[config.mk]
export PLATFORM = sky130hd
export DESIGN_NAME = multi_channel_pattern_detector
export DESIGN_NICKNAME = d
export VERILOG_FILES = /design/src/rtl/multi_channel_pattern_detector.sv
export SDC_FILE = /design/constraint.sdc
export NUM_CORES = 1
export LEC_CHECK = 0
export ABC_CLOCK_PERIOD_IN_PS = 3000
export BUFFER_PORTS_ARGS = -buffer_cell sky130_fd_sc_hd__buf_4
export CORE_ASPECT_RATIO = 0.8
export CORE_UTILIZATION = 40
export CTS_CLUSTER_DIAMETER = 200
export CTS_CLUSTER_SIZE = 14
export DETAILED_ROUTE_END_ITERATION = 16
export SLEW_MARGIN = 20
export SYNTH_ARGS = -nofsm -noshare
export SYNTH_HDL_FRONTEND = slang
export SYNTH_SLANG_ARGS = --single-unit
[constraint.sdc]
create_clock -name clk -period 3 [get_ports clk]
set_clock_uncertainty 0.15 [all_clocks]
set_input_delay 0.45 -clock clk [delete_from_list [all_inputs] [get_ports clk]]
set_output_delay 0.45 -clock clk [all_outputs]
set_load 0.02 [all_outputs]
[src/rtl/multi_channel_pattern_detector.sv]
// Multi-channel serial pattern detector with a runtime-programmable pattern.
// Each channel has its own history, fill count, match pulse and saturating counter.
module multi_channel_pattern_detector #(
    parameter int                 NCH         = 2,
    parameter int                 MAX_LEN     = 8,
    parameter int                 CNT_W       = 4,
    parameter logic [MAX_LEN-1:0] DEF_PATTERN = {MAX_LEN{1'b0}},
    parameter int                 DEF_LEN     = MAX_LEN,
    localparam int                LEN_W       = $clog2(MAX_LEN + 1)
) (
    input  logic                 clk,
    input  logic                 reset_n,
    input  logic                 cfg_load,
    input  logic [MAX_LEN-1:0]   cfg_pattern,
    input  logic [LEN_W-1:0]     cfg_len,
    input  logic                 cfg_overlap,
    input  logic                 cnt_clr,
    input  logic [NCH-1:0]       w_valid,
    input  logic [NCH-1:0]       w,
    output logic [NCH-1:0]       z,
    output logic [NCH*CNT_W-1:0] match_cnt
);

    localparam logic [LEN_W-1:0] MAX_LEN_V = LEN_W'(MAX_LEN);
    localparam logic [LEN_W-1:0] DEF_LEN_V =
        (DEF_LEN < 1 || DEF_LEN > MAX_LEN) ? MAX_LEN_V : LEN_W'(DEF_LEN);

    logic [MAX_LEN-1:0] act_pat;
    logic [LEN_W-1:0]   act_len;
    logic               act_ovl;
    logic [LEN_W-1:0]   load_len;
    logic [MAX_LEN-1:0] len_mask;
    logic [MAX_LEN-1:0] pat_m;

    always_comb begin
        load_len = cfg_len;
        if (cfg_len == '0 || cfg_len > MAX_LEN_V)
            load_len = MAX_LEN_V;
    end

    always_ff @(posedge clk or negedge reset_n) begin
        if (!reset_n) begin
            act_pat <= DEF_PATTERN;
            act_len <= DEF_LEN_V;
            act_ovl <= 1'b1;
        end else if (cfg_load) begin
            act_pat <= cfg_pattern;
            act_len <= load_len;
            act_ovl <= cfg_overlap;
        end
    end

    // Low act_len bits are significant; a shift by MAX_LEN yields all ones.
    assign len_mask = ~({MAX_LEN{1'b1}} << act_len);
    assign pat_m    = act_pat & len_mask;

    for (genvar i = 0; i < NCH; i++) begin : g_ch
        logic [MAX_LEN-1:0] hist;
        logic [MAX_LEN-1:0] hist_nx;
        logic [LEN_W-1:0]   fill;
        logic [LEN_W-1:0]   fill_nx;
        logic               hit;
        logic               zq;
        logic [CNT_W-1:0]   cnt;

        always_comb begin
            hist_nx = {hist[MAX_LEN-2:0], w[i]};
            fill_nx = (fill == act_len) ? act_len : fill + LEN_W'(1);
            hit     = w_valid[i] && !cfg_load && (fill_nx == act_len)
                      && ((hist_nx & len_mask) == pat_m);
        end

        always_ff @(posedge clk or negedge reset_n) begin
            if (!reset_n) begin
                hist <= '0;
                fill <= '0;
                zq   <= 1'b0;
                cnt  <= '0;
            end else begin
                zq <= hit;
                if (cfg_load) begin
                    hist <= '0;
                    fill <= '0;
                end else if (w_valid[i]) begin
                    hist <= hist_nx;
                    fill <= (hit && !act_ovl) ? '0 : fill_nx;
                end
                if (cnt_clr)
                    cnt <= '0;
                else if (hit && cnt != {CNT_W{1'b1}})
                    cnt <= cnt + CNT_W'(1);
            end
        end

        assign z[i]                       = zq;
        assign match_cnt[i*CNT_W +: CNT_W] = cnt;
    end

endmodule

==> results of run 1 <==
==> metal layers <==
| layer | vias up | GRT usage [%] |
|---|---|---|
| li1 | 956 | - |
| met1 | 942 | 25.7 |
| met2 | 40 | 27.7 |
| met3 | 6 | 3.58 |
| met4 | 0 | 5.56 |
| met5 | - | 0 |
==> registers in the layout (all words and copies together), names as in the netlist <==
name	count
act_len	4
act_ovl	1
act_pat	8
g_ch.cnt	8
g_ch.fill	8
g_ch.hist	14
g_ch.zq	2
==> kinds of logic (layout without fill, tap and decap cells) <==
| kind of cell | after synthesis | after routing | share of synthesized area (%) |
|---|---|---|---|
| AND/OR/NAND/NOR | 77 | 77 | 15.6 |
| flip-flops | 45 | 45 | 43.2 |
| AO/OA/AOI/OAI | 38 | 38 | 10.6 |
| multiplexers | 36 | 36 | 14.5 |
| XOR/XNOR | 30 | 30 | 10.3 |
| buffers and inverters | 23 | 51 | 3.92 |
| adder cells (fa/ha/maj) | 4 | 4 | 1.91 |
==> metrics by stage <==
stage / util [%] / hold WS (ns) / worst slack [ns]
5_1_grt: 49.0 / 0.0432 / 0.218
3_3_place_gp: 47.5 / 0.347 / 0.484
4_1_cts: 49.0 / 0.0169 / 0.369
2_1_floorplan: - / 0.00441 / 0.674
3_5_place_dp: 47.5 / 0.346 / 0.387
6_report: 49.0 / -0.00456 / 0.366
==> final cells by class <==
class | count | area share [%]
clock inverters | 3 | 0.712
inverters | 10 | 1.26
repair buffers | 33 | 8.29
multi-input cells | 185 | 46.3
flip-flops and latches | 45 | 37.8
well taps | 81 | 3.39
clock buffers | 5 | 2.30
==> critical path: stages, from the launching register on <==
cell and delay (ns):
dfrtp_1 0.57, or3_4 0.45, a222oi_1 0.36, nand3_2 0.23, nor4_2 0.40, mux2_1 0.37
==> cell usage in the layout (no fill, tap or decap), drive strengths merged, types with 2 or more instances in the layout <==
cell type	n
nor4	7
nand3	5
or3	2
nand2b	5
mux2	16
nor2	22
o31ai	3
and3	2
inv	11
a32oi	4
xnor2	14
o32ai	4
nor3	4
clkbuf	5
o41a	2
ha	4
a21oi	6
buf	33
o22ai	4
nand4	3
dfrtp	43
xor2	16
o21ai	5
dfstp	2
mux2i	20
nor2b	5
nand2	19
==> where the power goes <==
part	internal, mW	switching, mW	leakage, nW	total, mW
clock network	0.166	0.223	0.0445	0.388
logic	0.135	0.150	0.700	0.286
registers	0.641	0.0555	0.595	0.696
total	0.942	0.429	1.34	1.37
==> worst max path at each step <==
stage | start | end | slack [ns] | cells after the start
after global placement | act_len[1] | g_ch[1].cnt[0] | 0.48 | 5
after detailed placement | act_len[1] | g_ch[1].cnt[0] | 0.39 | 5
after global routing | act_len[1] | g_ch[1].cnt[0] | 0.22 | 5
final | act_len[1] | g_ch[1].cnt[0] | 0.37 | 5
after CTS | act_len[1] | g_ch[1].cnt[0] | 0.37 | 5
after floorplan | act_len[2] | g_ch[1].cnt[0] | 0.67 | 6
==> flow_metrics.tcl, run 1 <==
set metrics [dict create \
    maxSlewViolCount 0 \
    route.layer.met1.wl_mm 2.88 \
    final_cell_area_um2 2990 \
    clk_pin_slew_ns 0.09 \
    dp_cells 354 \
    powerDensity_nw_per_um2 458 \
    ir_drop_v 0.000270 \
    wl_met3_um 186 \
    n_antenna_cell 0 \
    ys_types 49 \
    syn2layout_area_growth_pct 14.3 \
    synth_most_common_cell "dfrtp_1" \
    fmax_mhz 380 \
    drtIter0Drc 84 \
    status "finished, violations left" \
    track_usage_pct 18.0 \
    syn_area_per_cell_um2 10.3 \
    cts_buffers 5 \
    synth.cell_area_um2 2620 \
    cts_setup_buffers 0 \
    cts_resized 0 \
    critical_path_class "register to register" \
    maxCapViolCount 0 \
    grt-ovfl-total 0 \
    layout.area.seq_um2 1130 \
    synthFlopType "dfrtp_1" \
    clkLatencyLatePin_ns 0.30 \
    met2_length_mm 2.54 \
    routedWlPerCell_um 15.6 \
    clock_path_buffers 2 \
    drtAntennaViolNets 0 \
    synth-seq-cells 45 \
    worst_slew_pin_slew_ns 0.674 \
    postPlaceCellArea_um2 2900 \
    crit_path_end_kind "register" \
    io_buffers 30 \
    arrival_ns 2.67 \
    syn_nets 278 \
    seq_area_frac_synth_pct 43.2 \
    clock-sinks 45 \
    multi_input_area_um2 1380 \
    cts_tree "yes" \
    required_ns 3.03 \
    die_w_um 92.4 \
    worst_r2r_startpoint "act_len[1]" \
    fp.coreArea_um2 6100 \
    start_util_pct 42.9 \
    ys_top_cells_by_area "dfrtp_1 41%, mux2i_1 7.7%, xor2_1 5.4%" \
    first_pass_iters 4 \
    nNetsFinal 305 \
    tns_ns 0 \
    nFillCells 584 \
    final-setup-viol-count 0 \
    root_buffer "clkbuf_8" \
    drive_above_1_share_pct 22.4 \
    total_power_mw 1.37 \
    hpwl_mm 4.12 \
    cts_max_level 2 \
    antenna_found_initial 0 \
    grt_pass1_wl_mm 9.43 \
    viasPerCell 5.37 \
    grt_max_degree 46 \
    gp_congestion 0.864 \
    holdBufCountCts 0 \
    dr_total_vias 1944 \
    yosys_warnings 0 \
    finalCritPeriodShare_pct 87.8 \
    cellLeakagePower_nw 1.34 \
    wl_mm 5.66 \
    rrSetupSlack_ns 0.37 \
    r2r_cells 5 \
    synth-async-reset-ratio_pct 100 \
    grt_pass1_vias 1874 \
    netlist.area_leader.share_pct 41.1 \
    die_h_um 74.3 \
    hold_viol_final 11 \
    synthCells 253 \
    startpoint_type "register" \
    reg2reg_to "g_ch[1].cnt[0]" \
    num_io_pins 31 \
    yosys.area.top_type "dfrtp_1" \
    hold_path.class "input port to async pin" \
    top_layer "met4" \
    rsz0062_at_grt "false" \
    hold_ws_ns -0.00456 \
    synth_edf_count 0 \
    fin_crit_ns 2.63 \
    drc 0 \
    fin_cells 362 \
    max_slew_margin_pct 55.0 \
    violations "hold timing" \
    synth_common_cells "43 x dfrtp_1, 22 x nor2_1, 20 x mux2i_1, 19 x nand2_1, 16 x xor2_1" \
    die_area_um2 6870 \
    rows 25 \
    cp_max_fo 14 \
]
Power figures use the tool's default switching activity.
==> run 2, diff against run 1 <==
--- a/config.mk
+++ b/config.mk
@@ -6,7 +6,7 @@
 export NUM_CORES = 1
 export LEC_CHECK = 0
 export ABC_CLOCK_PERIOD_IN_PS = 3000
-export BUFFER_PORTS_ARGS = -buffer_cell sky130_fd_sc_hd__buf_4
+export BUFFER_PORTS_ARGS = -buffer_cell sky130_fd_sc_hd__buf_2
 export CORE_ASPECT_RATIO = 0.8
 export CORE_UTILIZATION = 40
 export CTS_CLUSTER_DIAMETER = 200
==> run 2 against run 1 <==
Net effect:
- the run still ends with hold timing left
- global-route usage rose by 0.30 points
- clock power grew 8.8%
- register-to-register slack better by 0.09 ns
- via count is 0.62% lower
- largest cell class unchanged
==> flow_metrics.tcl, run 2 (synthesized netlist as in run 1, its figures left out) <==
set metrics [dict create \
    cts_max_level 2 \
    first_pass_iters 4 \
    cts_tree "yes" \
    cp_slowest_stage_delay_ns 0.52 \
    clkLatencyLatePin_ns 0.31 \
    grt_pass1_wl_mm 9.53 \
    root_buffer "clkbuf_8" \
    tns_ns 0 \
    hold_viol_final 26 \
    cellLeakagePower_nw 1.35 \
    maxCapViolCount 0 \
    antenna_found_initial 0 \
    cts_setup_buffers 0 \
    fin_cells 365 \
    clock_path_buffers 2 \
    required_ns 3.05 \
    crit_cells 5 \
    path_cells "or3_4 > a222oi_1 > nand3_2 > nor4_2 > mux2_1" \
    grt-ovfl-total 0 \
    cts_buffers 5 \
    cp_top_family "simple AND/OR/NAND/NOR gates" \
    maxSlewViolCount 0 \
    largest_reg_flops 14 \
    routedWlPerCell_um 15.4 \
    start_util_pct 42.9 \
    die_h_um 74.3 \
    critical_path_class "register to register" \
    status "finished, violations left" \
    final-setup-viol-count 0 \
    violations "hold timing" \
    nNetsFinal 308 \
    fmax_mhz 393 \
    grt_pass1_vias 1871 \
    fin_crit_ns 2.54 \
    drtAntennaViolNets 0 \
    wl_mm 5.62 \
    rows 25 \
    gp_congestion 0.882 \
    hold_path.class "input port to async pin" \
    n_antenna_cell 0 \
    die_w_um 92.4 \
    viasPerCell 5.29 \
    r2r_cells 5 \
    cp_slowest_cell "dfrtp_1" \
    drtIter0Drc 93 \
    clk_pin_slew_ns 0.09 \
    final_cell_mix "43 x dfrtp_1, 29 x buf_2, 22 x nor2_1" \
    worst_slew_pin_slew_ns 0.697 \
    layout_commonest_cell "dfrtp_1" \
    clock-sinks 45 \
    io_buffers 30 \
    holdBufCountCts 0 \
    arrival_ns 2.59 \
    rsz0062_at_grt "false" \
    nFillCells 591 \
    max_slew_margin_pct 53.5 \
    drive_above_1_share_pct 23.2 \
    ir_drop_v 0.000281 \
    final_cell_area_um2 2950 \
    hold_ws_ns -0.0307 \
    fp.coreArea_um2 6100 \
    startpoint_type "register" \
    die_area_um2 6870 \
    powerDensity_nw_per_um2 474 \
    syn2layout_area_growth_pct 12.8 \
    num_io_pins 31 \
    hpwl_mm 4.13 \
    postPlaceCellArea_um2 2850 \
    drc 0 \
    track_usage_pct 18.3 \
    critPathBufInv 0 \
    top_register "g_ch.hist" \
    dp_cells 357 \
    cts_resized 0 \
    total_power_mw 1.40 \
    crit_path_end_kind "register" \
    dr_total_vias 1932 \
    cp_max_fo 10 \
    finalCritPeriodShare_pct 84.8 \
    grt_max_degree 46 \
]
-- run 2: cell types whose count changed in the layout (fill, tap and decap cells not counted), sizes merged --
cell and delta:
clkinvlp -1, buf +3, clkbuf +1
-- run 2: worst paths after layout --
| check | startpoint | slack [ns] | endpoint |
|---|---|---|---|
| worst max-delay path | act_len[2] | 0.46 | g_ch[1].cnt[0] |
| worst min-delay path | reset_n | -0.03 | g_ch[1].fill[0] |
| worst max register to register | act_len[2] | 0.46 | g_ch[1].cnt[0] |
| worst min register to register | g_ch[1].hist[6] | 0.41 | g_ch[1].hist[6] |
| max in group asynchronous | reset_n | 2.32 | act_len[3] |
| min in group clk | cfg_pattern[7] | 0.22 | act_pat[7] |
-- run 2: per-stage QoR --
| stage | setup slack (ns) | utilization [%] |
|---|---|---|
| 6_report | 0.457 | 48.3 |
| 5_1_grt | 0.323 | 48.3 |
| 4_1_cts | 0.466 | 48.3 |
| 3_5_place_dp | 0.486 | 46.7 |
| 3_3_place_gp | 0.535 | 46.7 |
| 2_1_floorplan | 0.674 | - |
-- run 2: area by class of cell --
| class | count | area (um^2) | share of cell area (%) |
|---|---|---|---|
| multi-input cells | 185 | 1380 | 46.9 |
| flip-flops and latches | 45 | 1130 | 38.3 |
| repair buffers | 36 | 198 | 6.70 |
| well taps | 81 | 101 | 3.44 |
| clock buffers | 6 | 82.6 | 2.80 |
| inverters | 10 | 37.5 | 1.27 |
| clock inverters | 2 | 17.5 | 0.594 |
-- run 2: power by group --
group | internal (mW) | switching, mW | leakage [nW]
sequential | 0.641 | 0.0519 | 0.595
clock | 0.192 | 0.231 | 0.0518
combinational | 0.131 | 0.151 | 0.700
-- run 2: metal layers --
metal	global-route usage [%]	vias up	share of wire, %	routed length [um]
met4	6.25	0	1.3	75
met5	0	-	0	0
li1	-	963	-	-
met3	3.58	7	3.7	209
met1	25.8	929	50	2800
met2	28.3	33	45	2540
==> run 3, diff against run 2 <==
--- a/config.mk
+++ b/config.mk
@@ -5,7 +5,8 @@
 export SDC_FILE = /design/constraint.sdc
 export NUM_CORES = 1
 export LEC_CHECK = 0
-export ABC_CLOCK_PERIOD_IN_PS = 3000
+export ABC_AREA = 1
+export ABC_CLOCK_PERIOD_IN_PS = 2500
 export BUFFER_PORTS_ARGS = -buffer_cell sky130_fd_sc_hd__buf_2
 export CORE_ASPECT_RATIO = 0.8
 export CORE_UTILIZATION = 40
==> constraint.sdc (replaced) <==
create_clock -name clk -period 2.5 [get_ports clk]
set_clock_uncertainty 0.15 [all_clocks]
set_input_delay 0.375 -clock clk [delete_from_list [all_inputs] [get_ports clk]]
set_output_delay 0.375 -clock clk [all_outputs]
set_load 0.02 [all_outputs]
==> run 3 against run 2 <==
Net effect:
- die area increased by 7.8%
- largest cell class unchanged
- clock power up 7.3%
- synthesized area rose by 8.0%
- clock-buffer cell count is 1 lower
- critical path type unchanged
- synthesized cell count up 51%
- core utilization shrank 0.83 points
- the flow now finishes without violations
- design area is 6.4% higher
- worst hold slack improved by 0.15 ns
- cell count grew 37%
==> flow_metrics.tcl, run 3 <==
set metrics [dict create \
    powerDensity_nw_per_um2 523 \
    drtAntennaViolNets 0 \
    cp_slowest_stage_delay_ns 0.59 \
    cts_tree "yes" \
    grt_max_degree 46 \
    cellLeakagePower_nw 1.70 \
    final-setup-viol-count 0 \
    grt_pass1_vias 2281 \
    critical_path_class "register to register" \
    start_util_pct 42.8 \
    clock-sinks 45 \
    synth.cell_area_um2 2820 \
    ir_drop_v 0.000261 \
    seq_area_frac_synth_pct 40.0 \
    cts_setup_buffers 0 \
    clock_path_buffers 2 \
    maxCapViolCount 0 \
    syn_area_per_cell_um2 7.37 \
    maxSlewViolCount 0 \
    clk_pin_slew_ns 0.09 \
    synthFlopType "dfrtp_1" \
    routedWlPerCell_um 12.7 \
    total_power_mw 1.64 \
    syn_nets 408 \
    io_buffers 30 \
    antenna_found_initial 0 \
    fin_cells 500 \
    rsz0062_at_grt "false" \
    required_ns 2.55 \
    ys_types 30 \
    die_h_um 77.2 \
    crit_path_end_kind "register" \
    ys_top_cells_by_area "dfrtp_1 38%, nand2_1 16%, inv_1 6.5%" \
    die_w_um 95.9 \
    hold_viol_final 0 \
    tns_ns 0 \
    worst_slew_pin_slew_ns 0.471 \
    synth_edf_count 0 \
    cp_slowest_cell "dfstp_2" \
    drtIter0Drc 199 \
    top_register "g_ch.hist" \
    die_area_um2 7400 \
    track_usage_pct 19.7 \
    drive_above_1_share_pct 19.0 \
    path_cells "inv_2 > nand2_1 > nand2_1 > nor2_2 > nand2_2 > nand3_1 > inv_1 > nor2_4 > nand3_2 > nand3_1 > nand2_1" \
    layout_commonest_cell "nand2_1" \
    dr_total_vias 2474 \
    status "finished clean" \
    nFillCells 664 \
    crit_top_cell "nand2_1" \
    finalCritPeriodShare_pct 82.2 \
    cts_max_level 2 \
    fp.coreArea_um2 6600 \
    final_cell_mix "124 x nand2_1, 49 x inv_1, 43 x dfrtp_1" \
    syn2layout_area_growth_pct 11.1 \
    synth-seq-cells 45 \
    fmax_mhz 487 \
    viasPerCell 4.95 \
    cts_buffers 5 \
    synth_common_cells "124 x nand2_1, 49 x inv_1, 43 x dfrtp_1, 34 x nand3_1, 24 x nor2_1" \
    rows 26 \
    yosys.area.top_type "dfrtp_1" \
    largest_reg_flops 14 \
    dp_cells 491 \
    clkLatencyLatePin_ns 0.31 \
    gp_congestion 0.814 \
    wl_mm 6.36 \
    synth-async-reset-ratio_pct 100 \
    first_pass_iters 5 \
    root_buffer "clkbuf_8" \
    startpoint_type "register" \
    yosys_warnings 0 \
    hold_path.class "input port to register" \
    n_antenna_cell 0 \
    drc 0 \
    hpwl_mm 4.82 \
    synthCells 383 \
    netlist.area_leader.share_pct 38.1 \
    num_io_pins 31 \
    arrival_ns 2.10 \
    grt-ovfl-total 0 \
    fin_crit_ns 2.05 \
    max_slew_margin_pct 68.5 \
    cp_max_fo 16 \
    nNetsFinal 440 \
    grt_pass1_wl_mm 11.2 \
    synth_most_common_cell "nand2_1" \
]
## run 3: what timing repair did
action,in CTS,in global routing
hold buffers,1,0
setup endpoints to repair,0,0
endpoints found under the hold margin,43,0
gates resized for setup,0,0
## run 3: path summary, 6_finish.rpt
kind / from / to / slack, ns / cells past startpoint
min reg2reg: g_ch[0].hist[6] / g_ch[0].hist[6] / 0.37 / 2
max reg2reg: act_len[3] / g_ch[0].cnt[3] / 0.45 / 11
min in group asynchronous: reset_n / act_pat[6] / 0.42 / 3
max in group asynchronous: reset_n / act_ovl / 1.49 / 3
max: act_len[3] / g_ch[0].cnt[3] / 0.45 / 11
min: cfg_pattern[7] / act_pat[7] / 0.12 / 3
## run 3: cell families (layout without fill, tap and decap cells)
kind of cell / after synthesis / after routing / share of synthesized area, %
and+or+nand+nor: 222 / 222 / 38.1
xor gates and xnor gates: 6 / 6 / 1.86
adders and majority gates: 4 / 4 / 1.77
buffers and inverters: 65 / 98 / 10.1
DFF: 45 / 45 / 40.0
AOI/OAI and AO/OA: 41 / 41 / 8.15
## run 3: layout make-up
cell class	instances	area, um^2	share of cell area [%]
inverters	56	213	6.78
flip-flops and latches	45	1130	36.0
clock buffers	5	68.8	2.19
repair buffers	34	195	6.22
multi-input cells	273	1410	44.9
clock inverters	3	17.5	0.558
well taps	84	105	3.35
## run 3: metal layers
layer	routed length, um	global-route usage [%]	part of all wire [%]	vias to the layer above
met5	0	0	0	-
met4	65	4.93	1.0	0
met3	323	4.07	5.1	8
met2	2570	26.9	40	59
met1	3410	30.9	54	1118
li1	-	-	-	1289
## run 3: critical path, delay by kind of cell, from the launching register on
family | cells | cell delay, ns
simple gates | 9 | 0.96
buf+inv | 2 | 0.24
flops | 1 | 0.59
## run 3: metrics by stage
step                setup WS (ns)  instance area (um^2)  util, %  hold WS, ns
detailed placement          0.450                  3040     46.1        0.223
finish                      0.445                  3140     47.5        0.115
floorplan                   0.725                  2820        -      -0.0706
global route                0.218                  3140     47.5        0.120
global placement            0.529                  3040     46.1        0.224
CTS                         0.442                  3140     47.5        0.111
## run 3: power by group
part	total, mW	switching (mW)	internal [mW]
registers	0.815	0.0510	0.764
clock network	0.453	0.260	0.193
logic	0.372	0.241	0.131
total	1.64	0.552	1.09
